--- config.mk ---
export PLATFORM = sky130hd
export DESIGN_NAME = conv2_window_gen
export DESIGN_NICKNAME = d
export VERILOG_FILES = /design/src/rtl/cnn_pkg.sv /design/src/rtl/conv2_line_buf.sv /design/src/rtl/conv2_window_gen.sv
export SDC_FILE = /design/constraint.sdc
export NUM_CORES = 1
export LEC_CHECK = 0
export BUFFER_PORTS_ARGS = -buffer_cell sky130_fd_sc_hd__buf_2
export CORE_AREA = 8 8 263 366
export DETAILED_ROUTE_END_ITERATION = 12
export DIE_AREA = 0 0 271 374
export PLACE_DENSITY = 0.84
export RECOVER_POWER = 50
export SYNTH_ARGS = -nofsm -noshare
export SYNTH_HDL_FRONTEND = slang
export SYNTH_HIERARCHICAL = 1
export SYNTH_SLANG_ARGS = --single-unit
--- constraint.sdc ---
create_clock -name clk -period 4.09 [get_ports clk]
set_clock_uncertainty 0.1 [all_clocks]
set_input_delay 0.2045 -clock clk [delete_from_list [all_inputs] [get_ports clk]]
set_output_delay 0.2045 -clock clk [all_outputs]
set_load 0.02 [all_outputs]
--- src/rtl/cnn_pkg.sv ---
// Shared CNN pipeline constants and types.
// Sizes of the pool1 -> conv2 handoff.
package cnn_pkg;

  localparam int POOL1_OUT_W = 12;
  localparam int POOL1_OUT_H = 12;
  localparam int POOL1_BIT   = 14;
  localparam int CONV2_K     = 3;
  localparam int CONV2_OUT   = 10;

  typedef logic [POOL1_BIT-1:0] pix_t;

endpackage

--- src/rtl/conv2_line_buf.sv ---
// Two-row line buffer for one channel.
// Column-indexed, read-before-write.
module conv2_line_buf
  import cnn_pkg::*;
#(
  parameter int DATA_BIT = POOL1_BIT,
  parameter int IMG_W    = POOL1_OUT_W,
  parameter int CNT_BIT  = 4
) (
  input  logic                clk,
  input  logic                we_i,
  input  logic [CNT_BIT-1:0]  col_i,
  input  logic [DATA_BIT-1:0] pix_i,
  output logic [DATA_BIT-1:0] row0_o,
  output logic [DATA_BIT-1:0] row1_o
);

  // Contents are masked downstream until two full rows exist.
  logic [DATA_BIT-1:0] lb0_q [IMG_W];
  logic [DATA_BIT-1:0] lb1_q [IMG_W];

  assign row0_o = lb0_q[col_i];
  assign row1_o = lb1_q[col_i];

  always_ff @(posedge clk) begin
    if (we_i) begin
      lb1_q[col_i] <= lb0_q[col_i];
      lb0_q[col_i] <= pix_i;
    end
  end

endmodule

--- src/rtl/conv2_window_gen.sv ---
// 3x3 stride-1 window generator for conv2.
// Three channels share counters and valid/last.
module conv2_window_gen
  import cnn_pkg::*;
#(
  parameter int DATA_BIT = POOL1_BIT,
  parameter int IMG_W    = POOL1_OUT_W,
  parameter int IMG_H    = POOL1_OUT_H,
  parameter int K        = CONV2_K,
  parameter int CNT_BIT  = 4
) (
  input  logic                  clk,
  input  logic                  rst_n,
  input  logic                  valid_in,
  input  logic [DATA_BIT-1:0]   pix_1,
  input  logic [DATA_BIT-1:0]   pix_2,
  input  logic [DATA_BIT-1:0]   pix_3,
  output logic [9*DATA_BIT-1:0] win_1,
  output logic [9*DATA_BIT-1:0] win_2,
  output logic [9*DATA_BIT-1:0] win_3,
  output logic                  valid_out,
  output logic                  last_out
);

  localparam int KK = K * K;
  localparam logic [CNT_BIT-1:0] COL_MAX = CNT_BIT'(IMG_W - 1);
  localparam logic [CNT_BIT-1:0] ROW_MAX = CNT_BIT'(IMG_H - 1);
  localparam logic [CNT_BIT-1:0] EDGE    = CNT_BIT'(K - 1);

  logic [CNT_BIT-1:0] col_q, col_d;
  logic [CNT_BIT-1:0] row_q, row_d;
  logic               valid_q, valid_d;
  logic               last_q, last_d;

  logic [2:0][DATA_BIT-1:0] pix;
  logic [2:0][DATA_BIT-1:0] lb0;
  logic [2:0][DATA_BIT-1:0] lb1;
  logic [2:0][KK-1:0][DATA_BIT-1:0] win_q, win_d;

  assign pix = {pix_3, pix_2, pix_1};

  for (genvar ch = 0; ch < 3; ch++) begin : g_lb
    conv2_line_buf #(
      .DATA_BIT (DATA_BIT),
      .IMG_W    (IMG_W),
      .CNT_BIT  (CNT_BIT)
    ) u_lb (
      .clk    (clk),
      .we_i   (valid_in),
      .col_i  (col_q),
      .pix_i  (pix[ch]),
      .row0_o (lb0[ch]),
      .row1_o (lb1[ch])
    );
  end

  always_comb begin
    col_d   = col_q;
    row_d   = row_q;
    win_d   = win_q;
    valid_d = 1'b0;
    last_d  = 1'b0;
    if (valid_in) begin
      valid_d = (row_q >= EDGE) && (col_q >= EDGE);
      last_d  = valid_d && (row_q == ROW_MAX)
                && (col_q == COL_MAX);
      if (col_q == COL_MAX) begin
        col_d = '0;
        row_d = (row_q == ROW_MAX) ? '0 : row_q + 1'b1;
      end else begin
        col_d = col_q + 1'b1;
      end
      for (int ch = 0; ch < 3; ch++) begin
        for (int i = 0; i < K; i++) begin
          for (int j = 0; j < K - 1; j++) begin
            win_d[ch][K*i+j] = win_q[ch][K*i+j+1];
          end
        end
        // Newest column: rows r-2, r-1, r top to bottom.
        win_d[ch][K-1]    = lb1[ch];
        win_d[ch][2*K-1]  = lb0[ch];
        win_d[ch][KK-1]   = pix[ch];
      end
    end
  end

  always_ff @(posedge clk or negedge rst_n) begin
    if (!rst_n) begin
      col_q   <= '0;
      row_q   <= '0;
      valid_q <= 1'b0;
      last_q  <= 1'b0;
      win_q   <= '0;
    end else begin
      col_q   <= col_d;
      row_q   <= row_d;
      valid_q <= valid_d;
      last_q  <= last_d;
      win_q   <= win_d;
    end
  end

  assign win_1     = win_q[0];
  assign win_2     = win_q[1];
  assign win_3     = win_q[2];
  assign valid_out = valid_q;
  assign last_out  = last_q;

endmodule

# Yosys cells after proc, flatten, opt, wreduce, memory -nomap -nowiden
# Memory sizes are Yosys's and may differ from the RTL's. A register that Yosys moved wholly into a read port is not among the register bits.
# Index checks and enable logic that the tools add are counted.
# op_classes
addsub	2
order_cmp	2
n_eq_ne	2
muxes	6
reduce_logical	7
# op_table
operator	n
4-bit by 1-bit adder with 4-bit output, second input constant	2
4-bit == test, second input constant	2
4-bit by 2-bit greater-or-equal comparator with 1-bit output, second input constant	2
4-bit two-way mux	2
1-bit two-way mux	4
1-bit logical AND	3
1-bit logical NOT	3
2-bit AND reduction	1
# totals
register_bits	346
ram_bits	1008
inputBits	45
output_inout_bits	380
elab_cells	53
mem_count	6
# mem_list
name	words	word_bits	rd	rd_clocked_by_memory_dff	wr	line	source
g_lb[0].u_lb.lb0_q	12	14	1	0	1	conv2_line_buf.sv:19	logic [DATA_BIT-1:0] lb0_q [IMG_W];
g_lb[0].u_lb.lb1_q	12	14	1	1	1	conv2_line_buf.sv:20	logic [DATA_BIT-1:0] lb1_q [IMG_W];
g_lb[1].u_lb.lb0_q	12	14	1	0	1	conv2_line_buf.sv:19	
g_lb[1].u_lb.lb1_q	12	14	1	1	1	conv2_line_buf.sv:20	
g_lb[2].u_lb.lb0_q	12	14	1	0	1	conv2_line_buf.sv:19	
g_lb[2].u_lb.lb1_q	12	14	1	1	1	conv2_line_buf.sv:20	

# Longest topological paths before layout
# logic_depth
depth_word	5
depth_mapped	7
ltp_nobuf	4

# Modules after synthesis
# Netlist, hierarchy kept.
# modules_own_cells
mod	n_inst	cells_each	area_per_inst_um2	seq_area_each_um2
conv2_line_buf	3	646	13148.9	10089.7
conv2_window_gen	1	847	14540.2	9709.3

# Least setup slack after synthesis
# Ideal clock, no wire load.
# synth_path
path_kind	flip-flop to flip-flop
from	register col_q[2]
to	memory g_lb[0].u_lb/lb0_q[0][0] (netlist bit) (enable)
setup_time_ns	0.448
arrival_ns	3.100
required_time_ns	3.542
setup_slack_ns	0.442
stages_incl_launch_ff	3
path_buffers	0
synth_period_minus_slack_ns	3.648
cell_sequence	dfrtp_1 -> or3b_2 -> nor3_1
# synth_rtl
element	line	source
from (decl)	conv2_window_gen.sv:30	logic [CNT_BIT-1:0] col_q, col_d;
from (signal assigned)	conv2_window_gen.sv:95	col_q <= col_d;
to (decl)	conv2_line_buf.sv:19	
# No word-level cell before the write port.

# Final worst setup path
# layout_path
from	register col_q[0]
to	register win_3[79] (netlist name)
# layout_between
elab_chain_cells	1
# layout_lines
element
memory 12 x 14 bit
# Every way passes these cells.
# A chain may end at the register's enable or synchronous reset.

==> flow_metrics.env <==
export IMPL_status="finished, violations left"
export IMPL_failed_checks="max-capacitance violations, max-slew violations"
export IMPL_maxCapViolCount=3
export IMPL_post_cts_buffers=0
export IMPL_tightest_slew_ns=2.94
export IMPL_setup_viol=0
export IMPL_syn_to_final_growth_pct=14.2
export IMPL_holdCritPathClass="in2reg"
export IMPL_clk_pin_slew_ns=0.07
export IMPL_power_density_nw_per_um2=795
export IMPL_start_util_pct=59.6
export IMPL_ys_warn_count=6
export IMPL_design_area_sq_um=61600
export IMPL_cts_buffers=119
export IMPL_avgSynthCellArea_sq_um=19.4
export IMPL_grt_max_degree=174
export IMPL_ys_flop_type="edfxtp_1"
export IMPL_fmaxAchievable_mhz=298
export IMPL_holdWs_ns=0.390
export IMPL_ys_seq_elements=1396
export IMPL_setup_worst_path_start_class="register"
export IMPL_io_buffers=424
export IMPL_power_frac_seq_pct=44.5
export IMPL_p_int_mw=32.1
export IMPL_syn_inst=2785
export IMPL_gp_congestion=0.773
export IMPL_slew_headroom_pct=-95.9
export IMPL_clock_sinks=1396
export IMPL_setup_ws_ns=0.740
export IMPL_vias_per_cell=6.10
export IMPL_wirelength_um=123000
export IMPL_initialDrtViolationCount=2333
export IMPL_period_share_pct=81.9
export IMPL_antenna_cells=0
export IMPL_final_nets=3373
export IMPL_worstSkewPairLatency_ns=0.74
export IMPL_rows=131
export IMPL_tns_ns=0
export IMPL_synth_edf_count=1008
export IMPL_ios=425
export IMPL_wl_per_cell_um=26.5
export IMPL_async_reset_ff_share_pct=27.8
export IMPL_synth_top_area_share_pct=56.1
export IMPL_netlist_area_sq_um=54000
export IMPL_preCtsSetupSlack_ns=0.825
export IMPL_grt_pass1_vias=30200
export IMPL_clkPwrFrac_pct=23.7
export IMPL_rsz0062_at_grt="false"
export IMPL_end_kind="register"
export IMPL_dieArea_sq_um=101000
export IMPL_worst_setup_path_type="reg2reg"
export IMPL_core_area_sq_um=90600
export IMPL_synth_nets=2834
export IMPL_path_max_fanout=52
export IMPL_p_comb_share_pct=31.7
export IMPL_gr_usage_all_layers_pct=23.8
export IMPL_vias=28200
export IMPL_grt_ovfl_total=0
export IMPL_ant_nets=0
export IMPL_placed_area_sq_um=57700
export IMPL_cts_root_buf="clkbuf_16"
export IMPL_ys_types=32
export IMPL_hold_viol=0
export IMPL_hpwl_um=73400
export IMPL_post_cts_resized=0
export IMPL_critPathRequiredTime_ns=4.64
export IMPL_peakVddDrop_v=0.000501
export IMPL_slew_viol_final=358
export IMPL_die_h_um=374
export IMPL_synthTopCellsByArea="edfxtp_1 (56%), dfrtp_1 (18%), mux2_2 (11%)"
export IMPL_fin_crit_ns=3.35
export IMPL_power_switching_mw=16.9
export IMPL_yosysSeqAreaShare_pct=74.1
export IMPL_drt_pass1_iterations=7
export IMPL_p_leak_nw=21.6
export IMPL_synth_largest_area_cell="edfxtp_1"
export IMPL_grt_antenna_before_repair=1
export IMPL_cp_arrival_ns=3.90
export IMPL_clockBufferDepth=3
export IMPL_drive_above_1_share_pct=30.3
export IMPL_cts_tree="done"
export IMPL_drc=0
export IMPL_htree_levels=3
export IMPL_dieWidth_um=271
export IMPL_p_sw_share_pct=34.4
export IMPL_grt_pass1_wl_um=185000
-- cell usage in the layout, fill, tap and decap left out, drive strengths merged --
master	n
a21bo	1
a21oi	1
a22o	85
and4b	1
buf	88
bufinv	13
clkbuf	602
clkinv	41
clkinvlp	4
dfrtp	388
dlygate4sd3	44
edfxtp	1008
ha	4
inv	8
mux2	548
mux2i	169
mux4	84
nand2	94
nand2b	9
nand3	4
nand3b	7
nand4b	1
nor2	36
nor2b	3
nor3	9
o21ai	5
o22ai	84
o31ai	84
o41ai	1
or3b	3
or4b	1
xnor2	1
-- layer usage --
metal	track usage (%)	up-vias	share of wire, %	routed length (um)
met5	0	-	0	0
met1	28.4	14700	37	45000
li1	-	12100	-	-
met3	4.44	274	6.8	8330
met4	9.07	0	3.4	4190
met2	42.6	1198	53	65100
-- critical path, stage by stage, from the launching register on --
cell and delay (ns):
dfrtp_4 1.06, buf_12 0.32, buf_4 0.24, mux2i_1 0.09
a22o_1 0.24, o31ai_2 0.87, mux2_2 0.31
-- per-stage QoR --
stage          power, mW  util [%]  cells
2_1_floorplan       32.2         -   2785
3_3_place_gp        37.2      63.7   4356
3_5_place_dp        37.9      63.7   4356
4_1_cts             49.6      68.7   4628
5_1_grt             50.9      68.0   4628
6_report            49.0      68.0   4628
-- worst paths after layout --
check / slack (ns) / startpoint / end / cells after the start
worst min register to register: 0.40 / win_3[86] / win_3[86] / 1
worst max-delay path: 0.74 / col_q[0] / win_3[79] / 6
max in group asynchronous: 0.92 / rst_n / win_3[22] / 4
min in group asynchronous: 0.84 / rst_n / win_3[14] / 2
worst max register to register: 0.74 / col_q[0] / win_3[79] / 6
worst min-delay path: 0.39 / pix_2[4] / g_lb[1].u_lb/lb0_q[7][4] / 2
-- sequential cells by signal, summed over array words and instances (netlist names) --
name / flops
g_lb.u_lb/lb0_q: 504
g_lb.u_lb/lb1_q: 504
win_1: 126
win_2: 126
win_3: 126
col_q: 4
row_q: 4
last_out: 1
valid_out: 1
-- kinds of logic after synthesis --
group,synth area share [%]
flops,74.1
mux,18.1
compound gates,4.39
simple gates,1.40
buf+inv,1.98
fa+ha+maj,0.0927
xor+xnor,0.0162
-- power groups by stage --
stage               Clock [mW]  Sequential, mW  Combinational, mW
floorplan                    0            22.9               9.25
global placement             0            21.8               15.4
detailed placement           0            22.0               15.9
CTS                       11.8            21.8               16.0
global route              12.4            22.1               16.4
finish                    11.6            21.8               15.5
-- timing repair --
| action | 4_1_cts | 5_1_grt |
|---|---|---|
| endpoints found under the setup margin | 0 | 0 |
| endpoints found under the hold margin | 657 | 0 |
| hold buffers | 44 | 0 |
-- area by class of cell --
class | count | area (sq um)
clock buffers | 165 | 3350
clock inverters | 63 | 759
fillers | 5679 | 29000
inverters | 3 | 11.3
multi-input cells | 1235 | 13100
flip-flops and latches | 1396 | 40000
well taps | 1197 | 1500
repair buffers | 569 | 2970
-- synthesized netlist by cell type, types with 3 or more instances --
cell type / instances
nand2b_1: 9
nand2_1: 94
or3b_2: 3
nand3b_1: 7
nor2_1: 33
nor2_2: 3
nor2b_1: 3
nor3_1: 9
nand3_1: 4
a22o_1: 85
buf_4: 57
o31ai_2: 84
buf_2: 40
edfxtp_1: 1008
o21ai_0: 5
mux2i_1: 169
clkbuf_1: 18
mux2_2: 548
ha_1: 4
dfrtp_1: 388
mux4_2: 84
buf_1: 6
inv_1: 3
buf_6: 30
o22ai_1: 84
Power figures use the tool's default switching activity.
